<file path="src/rtl/rx_fifo_pkg.sv">
// ============================================================================
// Module : rx_fifo_pkg
// Brief  : Shared defaults and data-word type for the rx word FIFO slice.
// Rev    : 1.0  initial release
// ============================================================================
`default_nettype none

package rx_fifo_pkg;

  localparam int RX_FIFO_WIDTH = 8;
  localparam int RX_FIFO_DEPTH = 4;

  typedef logic [RX_FIFO_WIDTH-1:0] rx_word_t;

endpackage : rx_fifo_pkg

`default_nettype wire

</file>
<file path="src/rtl/rx_word_fifo_if.sv">
// ============================================================================
// Module : rx_word_fifo_if
// Brief  : Upstream/downstream handshake bundle of the rx word FIFO.
// Rev    : 1.0  initial release
// ============================================================================
`default_nettype none

interface rx_word_fifo_if
  import rx_fifo_pkg::*;
#(
  parameter int WIDTH = RX_FIFO_WIDTH,
  parameter int DEPTH = RX_FIFO_DEPTH
) ();

  localparam int CW = $clog2(DEPTH) + 1;

  logic             in_valid;
  logic [WIDTH-1:0] in_data;
  logic             in_ready;
  logic             out_valid;
  logic [WIDTH-1:0] out_data;
  logic             out_ready;
  logic [CW-1:0]    count;
  logic             idle_s;

  modport slave (
    input  in_valid, in_data, out_ready,
    output in_ready, out_valid, out_data, count, idle_s
  );

  modport master (
    output in_valid, in_data, out_ready,
    input  in_ready, out_valid, out_data, count, idle_s
  );

endinterface : rx_word_fifo_if

`default_nettype wire

</file>
<file path="src/rtl/rx_fifo_mem.sv">
// ============================================================================
// Module : rx_fifo_mem
// Brief  : DEPTH x WIDTH storage, synchronous write, asynchronous read.
// Rev    : 1.0  initial release
// ============================================================================
`default_nettype none

module rx_fifo_mem
  import rx_fifo_pkg::*;
#(
  parameter int WIDTH = RX_FIFO_WIDTH,
  parameter int DEPTH = RX_FIFO_DEPTH,
  localparam int AW   = $clog2(DEPTH)
) (
  input  wire logic             clk,
  input  wire logic             i_we,
  input  wire logic [AW-1:0]    i_waddr,
  input  wire logic [WIDTH-1:0] i_wdata,
  input  wire logic [AW-1:0]    i_raddr,
  output logic      [WIDTH-1:0] o_rdata
);

  // Contents are deliberately not reset; validity is tracked by the count.
  logic [WIDTH-1:0] r_mem [DEPTH];

  always_ff @(posedge clk) begin
    if (i_we) begin
      r_mem[i_waddr] <= i_wdata;
    end
  end

  assign o_rdata = r_mem[i_raddr];

endmodule : rx_fifo_mem

`default_nettype wire

</file>
<file path="src/rtl/rx_word_fifo.sv">
// ============================================================================
// Module : rx_word_fifo
// Brief  : First-word fall-through word FIFO with registered throttle flag.
//          Define RX_WORD_FIFO_STATS_EN to add the word_cnt push counter.
// Rev    : 1.0  initial release
// ============================================================================
`default_nettype none

module rx_word_fifo
  import rx_fifo_pkg::*;
#(
  parameter int WIDTH = RX_FIFO_WIDTH,
  parameter int DEPTH = RX_FIFO_DEPTH
) (
  input  wire logic     clk_2,
  input  wire logic     reset_2_n,
  rx_word_fifo_if.slave bus
`ifdef RX_WORD_FIFO_STATS_EN
  ,
  output logic [15:0]   word_cnt
`endif
);

  localparam int AW = $clog2(DEPTH);
  localparam int CW = AW + 1;

  logic [AW-1:0]    r_wr_ptr;
  logic [AW-1:0]    r_rd_ptr;
  logic [CW-1:0]    r_count;
  logic             r_idle;
  logic             w_in_ready;
  logic             w_out_valid;
  logic             w_push;
  logic             w_pop;
  logic [WIDTH-1:0] w_rdata;

  // Flags come from registered state only, so in_ready never depends on out_ready.
  assign w_in_ready  = (r_count != CW'(DEPTH));
  assign w_out_valid = (r_count != '0);
  assign w_push      = bus.in_valid && w_in_ready;
  assign w_pop       = w_out_valid && bus.out_ready;

  always_ff @(posedge clk_2 or negedge reset_2_n) begin
    if (!reset_2_n) begin
      r_wr_ptr <= '0;
      r_rd_ptr <= '0;
      r_count  <= '0;
      r_idle   <= 1'b0;
    end else begin
      if (w_push) begin
        r_wr_ptr <= r_wr_ptr + AW'(1);
      end
      if (w_pop) begin
        r_rd_ptr <= r_rd_ptr + AW'(1);
      end
      if (w_push && !w_pop) begin
        r_count <= r_count + CW'(1);
      end else if (w_pop && !w_push) begin
        r_count <= r_count - CW'(1);
      end
      // Throttle follows the occupancy of the previous cycle.
      r_idle <= (r_count >= CW'(DEPTH - 1));
    end
  end

  rx_fifo_mem #(
    .WIDTH (WIDTH),
    .DEPTH (DEPTH)
  ) u_mem (
    .clk     (clk_2),
    .i_we    (w_push),
    .i_waddr (r_wr_ptr),
    .i_wdata (bus.in_data),
    .i_raddr (r_rd_ptr),
    .o_rdata (w_rdata)
  );

  assign bus.in_ready  = w_in_ready;
  assign bus.out_valid = w_out_valid;
  assign bus.out_data  = w_rdata;
  assign bus.count     = r_count;
  assign bus.idle_s    = r_idle;

`ifdef RX_WORD_FIFO_STATS_EN
  logic [15:0] r_word_cnt;

  always_ff @(posedge clk_2 or negedge reset_2_n) begin
    if (!reset_2_n) begin
      r_word_cnt <= '0;
    end else if (w_push) begin
      r_word_cnt <= r_word_cnt + 16'd1;
    end
  end

  assign word_cnt = r_word_cnt;
`endif

endmodule : rx_word_fifo

`default_nettype wire
</file>
<file path="src/flat_wrapper.sv">
// flat-port wrapper written by rule: the top's interface ports become plain ports
module rx_word_fifo_flat import rx_fifo_pkg::*;
#(
  parameter int WIDTH = RX_FIFO_WIDTH,
  parameter int DEPTH = RX_FIFO_DEPTH
)
  (clk_2, reset_2_n, bus_in_valid, bus_in_data, bus_out_ready, bus_in_ready, bus_out_valid, bus_out_data, bus_count, bus_idle_s);
  rx_word_fifo_if #(.WIDTH(WIDTH), .DEPTH(DEPTH)) bus_i ();
  input  wire logic clk_2;
  input  wire logic reset_2_n;
  input wire logic [$bits(bus_i.in_valid)-1:0] bus_in_valid;
  input wire logic [$bits(bus_i.in_data)-1:0] bus_in_data;
  input wire logic [$bits(bus_i.out_ready)-1:0] bus_out_ready;
  output wire logic [$bits(bus_i.in_ready)-1:0] bus_in_ready;
  output wire logic [$bits(bus_i.out_valid)-1:0] bus_out_valid;
  output wire logic [$bits(bus_i.out_data)-1:0] bus_out_data;
  output wire logic [$bits(bus_i.count)-1:0] bus_count;
  output wire logic [$bits(bus_i.idle_s)-1:0] bus_idle_s;
  assign bus_i.in_valid = bus_in_valid;
  assign bus_i.in_data = bus_in_data;
  assign bus_i.out_ready = bus_out_ready;
  assign bus_in_ready = bus_i.in_ready;
  assign bus_out_valid = bus_i.out_valid;
  assign bus_out_data = bus_i.out_data;
  assign bus_count = bus_i.count;
  assign bus_idle_s = bus_i.idle_s;
  rx_word_fifo #(.WIDTH(WIDTH), .DEPTH(DEPTH)) u_core (.clk_2(clk_2), .reset_2_n(reset_2_n), .bus(bus_i));
endmodule
</file>
<file path="config.mk">
export PLATFORM = sky130hd
export DESIGN_NAME = rx_word_fifo_flat
export DESIGN_NICKNAME = d
export VERILOG_FILES = /design/src/rtl/rx_fifo_pkg.sv /design/src/rtl/rx_word_fifo_if.sv /design/src/rtl/rx_fifo_mem.sv /design/src/rtl/rx_word_fifo.sv /design/src/flat_wrapper.sv
export SDC_FILE = /design/constraint.sdc
export NUM_CORES = 1
export LEC_CHECK = 0
export BUFFER_PORTS_ARGS = -buffer_cell sky130_fd_sc_hd__buf_2
export CELL_PAD_IN_SITES_DETAIL_PLACEMENT = 0
export CELL_PAD_IN_SITES_GLOBAL_PLACEMENT = 2
export CORE_MARGIN = 2
export CORE_UTILIZATION = 37
export CTS_CLUSTER_SIZE = 24
export DETAILED_ROUTE_END_ITERATION = 7
export GPL_ROUTABILITY_DRIVEN = 1
export PLACE_DENSITY = 0.8
export SKIP_CTS_REPAIR_TIMING = 1
export SYNTH_ARGS = -nofsm -noshare
export SYNTH_HDL_FRONTEND = slang
export SYNTH_HIERARCHICAL = 1
export SYNTH_SLANG_ARGS = --single-unit
</file>
<file path="constraint.sdc">
create_clock -name clk_2 -period 2.1 [get_ports clk_2]
set_clock_uncertainty 0.2 [all_clocks]
set_input_delay 0.21 -clock clk_2 [delete_from_list [all_inputs] [get_ports clk_2]]
set_output_delay 0.21 -clock clk_2 [all_outputs]
set_load 0.1 [all_outputs]
</file>
Word-level counts from Yosys, hierarchy flattened
Memory sizes are Yosys's and may differ from the RTL's.
Index checks and enable logic that the tools add are counted.
Storage, ports and cells
  register bits: 8
  bits in writable memories: 32
  input bits: 12
  output and inout bits: 14
  logic and storage cells: 23
  memories kept: 1
Memory list
  u_core.u_mem.r_mem: words 4, width 8, read ports 1, clocked after memory_dff 0, write ports 1, RTL line rx_fifo_mem.sv:24  | logic [WIDTH-1:0] r_mem [DEPTH];
Cells by class
  $add $sub $neg: 4
  $lt $le $gt $ge: 1
  equal/unequal tests: 1
  mux-type cells: 4
  reduce and logical (&&, ||, !) cells: 8
Operators by type and width (number)
  3-bit 2-to-1 mux: 2
  2-bit by 1-bit adder with 2-bit output, second input constant: 2
  1-bit logical AND: 4
  3-bit by 1-bit adder with 3-bit output, second input constant: 1
  3-bit by 2-bit greater-or-equal comparator with 1-bit output, second input constant: 1
  3-bit inequality test, second input constant: 1
  3-bit nonzero test: 1
  3-bit by 1-bit subtractor with 3-bit output, second input constant: 1
  1-bit logical NOT: 2
  1-bit 2-to-1 mux: 2
  2-bit nonzero test: 1

Longest topological paths before layout
  depth in word-level cells: 6
  depth in mapped cells: 8

By module
The synthesis kept the hierarchy.
Modules (own cells, without submodules)
  rx_fifo_mem: times used 1, cells each 46, area each 1188.6 um^2
  rx_word_fifo: times used 1, cells each 27, area each 360.3 um^2

Least setup slack after synthesis
No wires, ideal clock.
  path type: register to register
  start point: register u_core.r_count[0], in the netlist u_core/bus.count[0]
  end point: register u_core.r_count[1], in the netlist u_core/bus.count[1]
  library setup time: 0.126 ns
  data arrival time: 2.994 ns
  slack: -1.221 ns
  stages on the path, launching flop included: 7
  path buffers: 0
  path through: dfrtp_1 -> or3_1 -> nand2_1 -> ha_1 -> inv_1 -> fa_1 -> mux2_2
Between the ends
  cells in the longest elaborated chain, start to end: 5
  elaborated cells on any way between the ends: 13
  classes of those cells: 2 x add/sub; 1 x eq/ne; 2 x mux; 8 x reduce/logical
Ends and longest elaborated chain
  from (decl): RTL line rx_word_fifo.sv:29  | logic [CW-1:0] r_count;
  from (signal assigned): RTL line rx_word_fifo.sv:57  | r_count <= r_count + CW'(1);
  from (signal assigned): RTL line rx_word_fifo.sv:59  | r_count <= r_count - CW'(1);
  3-bit nonzero test *: RTL line rx_word_fifo.sv:39  | assign w_out_valid = (r_count != '0);
  via bus_out_valid: RTL line flat_wrapper.sv:15  | output wire logic [$bits(bus_i.out_valid)-1:0] bus_out_valid;
  1-bit logical AND *: RTL line rx_word_fifo.sv:41  | assign w_pop = w_out_valid && bus.out_ready;
  1-bit logical NOT: RTL line rx_word_fifo.sv:56  | if (w_push && !w_pop) begin
  1-bit logical AND: RTL line rx_word_fifo.sv:56
  3-bit 2-to-1 mux / 2-bit nonzero test (equally long branches)
Mark *: on every way through the listed nets, which the timed path passes. The rest lies on a longest branch. The select of a mux whose other input is x is not followed.
A chain may end at the register's enable or synchronous reset.

Worst setup path in the final report
  start point: register u_core.r_count[1], in the netlist u_core/bus.count[1]
  end point: register u_core.r_count[1], in the netlist u_core/bus.count[1]
Between the ends
  cells in the longest elaborated chain, start to end: 5
  elaborated cells on any way between the ends: 13
  classes of those cells: 2 x add/sub; 1 x eq/ne; 2 x mux; 8 x reduce/logical
Ends and longest elaborated chain
  3-bit inequality test *: RTL line rx_word_fifo.sv:38  | assign w_in_ready = (r_count != CW'(DEPTH));
  1-bit logical AND *: RTL line rx_word_fifo.sv:40  | assign w_push = bus.in_valid && w_in_ready;
  via u_core.w_push: RTL line rx_word_fifo.sv:33  | logic w_push;
  1-bit logical NOT: RTL line rx_word_fifo.sv:58  | end else if (w_pop && !w_push) begin
  1-bit logical AND: RTL line rx_word_fifo.sv:58
  2-bit nonzero test (no line)
Marked as above.

==> run_results.csv <==
group,metric,value,unit
clocking,clk_latency,0.28,ns
clocking,clockBufferDepth,2,
yosys,synth-seq-cells,40,
outcome,violations,"negative setup slack",
route,routedWlPerCell,14.2,um
route,vias_per_cell,4.66,
sta,setup_viol,2,
setup_path,crit_required,2.07,ns
floorplanning,die_width,68.7,um
floorplanning,dieArea,4720,um2
global_route,grt_first_pass_wirelength,3960,um
setup_path,path_class,"reg2reg",
outcome,status,"finished with violations",
floorplanning,rows,23,
sta,hold_viol,0,
clocking,cts_root_buf,"clkbuf_8",
sta,maxSlewHeadroom,0.663,
yosys,synth_area_leaders,"edfxtp_1 62%, dfrtp_1 13%, mux4_2 12%",
yosys,post-synth-top-area-fraction,0.620,
sta,drv_slew,0,
route,drcViolationCount,0,
floorplanning,start_util,0.384,
yosys,yosysSeqAreaShare,0.750,
global_route,grt_pass1_vias,816,
layout,drive_gt1_frac,0.528,
layout,n_antenna_cell,0,
floorplanning,core,4030,um2
global_route,overflow,0,
yosys,yosys_warnings,6,
layout,layout.nets,136,
sta,rsz0062_at_grt,"true",
route,drt-total-wl,2460,um
floorplanning,die_height,68.7,um
sta,min_period,2.28,ns
route,firstDrtPassIters,4,
placed_design,port_buffers,25,
setup_path,crit_arrival,2.25,ns
sta,setup_ws,-0.182,ns
route,ant_nets,0,
placed_design,gp_congestion,0.649,
clocking,cts-htree-levels,2,
floorplanning,ios,26,
layout,final_common_cell,"edfxtp_1",
route,num_vias,806,
placed_design,dp_slack,-0.154,ns
clocking,cts_buffers,5,
yosys,synth_area_leader_cell,"edfxtp_1",
clocking,clk_pin_slew,0.07,ns
clocking,cts.sinks,40,
global_route,antenna_found_initial,0,
layout,final_cell_mix,"32 x edfxtp_1, 23 x buf_2, 9 x dlygate4sd3_1, 9 x buf_4, 8 x mux4_2",
worst_hold_path,min_from,"bus_in_valid",
sta,period_share,1.09,
layout,area_delta_synth_final,34.1,%
flow_run,cap_violations,0,
yosys,netlist_instances,73,
yosys,avgSynthCellArea,21.2,um2
route,first_iter_violations,61,
yosys,synthDistinctLibCells,21,
clocking,cts_tree,"built",
global_route,grt_max_degree,13,
worst_hold_path,hp-class,"in2reg",
setup_path,critPathLaunch,"u_core/bus.count[1]$_DFFE_PN0P_",
setup_path,rr_startpoint,"u_core/bus.count[1]$_DFFE_PN0P_",
global_route,grtUsageTotal,0.122,
setup_path,worstSetupEndpointType,"register",
yosys,syn_area,1550,um2
layout,final_area,2080,um2
sta,max_freq,438,MHz
setup_path,worstSetupStartpointType,"register",
sta,tightest_slew,0.506,ns
setup_path,crit_fanout,3,
yosys,synth_nets,87,
placed_design,place_area,1860,um2
-- cell usage after synthesis (all sizes together) --
cell type   n
or3b        1
nor2        1
nor3b       1
and3b       2
inv         1
ha          1
mux2        1
or3         1
edfxtp     32
dfrtp       8
a21o        1
mux4        8
buf         1
fa          1
xor2        3
xnor2       4
nand2       1
nand3       2
and3        1
clkbuf      1
and2        1
-- per-stage QoR --
step           setup TNS (ns)  hold slack [ns]  std cells   util
5_1_grt                -0.396           0.0260        173  0.516
6_report               -0.280           0.0140        173  0.516
4_1_cts                -0.953           -0.440        163  0.488
3_3_place_gp           -0.637           -0.131        155  0.461
2_1_floorplan           -4.73           -0.286         73      -
3_5_place_dp           -0.727           -0.129        155  0.461
-- final timing paths --
path,depth (start not counted),slack [ns],endpoint
max,6,-0.18,u_core/bus.count[1]$_DFFE_PN0P_
min,3,0.01,u_core/r_wr_ptr[1]$_DFFE_PN0P_
max reg2reg,6,-0.18,u_core/bus.count[1]$_DFFE_PN0P_
min reg2reg,1,0.37,u_core/r_wr_ptr[1]$_DFFE_PN0P_
max in group asynchronous,2,1.41,u_core/bus.count[1]$_DFFE_PN0P_
min in group asynchronous,2,0.09,u_core/bus.count[0]$_DFFE_PN0P_
-- layer usage --
layer  wire length, um  global-route usage
met5                 0                   0
met4                17              0.0221
met3               141              0.0503
met2              1280               0.206
met1              1020               0.150
-- flip-flops by register name, indices dropped and copies added, names as in the netlist --
| register | count |
|---|---|
| u_core/bus.idle_s | 1 |
| u_core/r_wr_ptr | 2 |
| u_core/u_mem/r_mem | 32 |
| u_core/bus.count | 3 |
| u_core/r_rd_ptr | 2 |
-- logic make-up (layout without fill, tap and decap cells) --
group,count (synthesis),after routing,synth area share
compound gates,1,1,0.00485
xor+xnor,7,7,0.0396
fa+ha+maj,2,2,0.0210
buf+inv,3,53,0.0129
flops,40,40,0.750
mux,9,9,0.124
simple gates,11,11,0.0485
-- worst max-delay path, stage by stage (launching register included) --
cell and delay (ns):
dfrtp_4 0.48, or3b_4 0.40, and2_4 0.17, ha_4 0.16
inv_2 0.05, fa_2 0.43, mux2_2 0.28
-- final cells by class --
class                           count  area, um2
Clock buffer                        6       72.6
Inverter                            1       3.75
Clock inverter                      2       35.0
Fill cell                         341       1950
Tap cell                           50       62.6
Timing Repair Buffer               44        320
Sequential cell                    40       1170
Multi-Input combinational cell     30        410
Power is not shown: default switching activity piles up to over one toggle a cycle in this logic, so the estimate is an artifact.
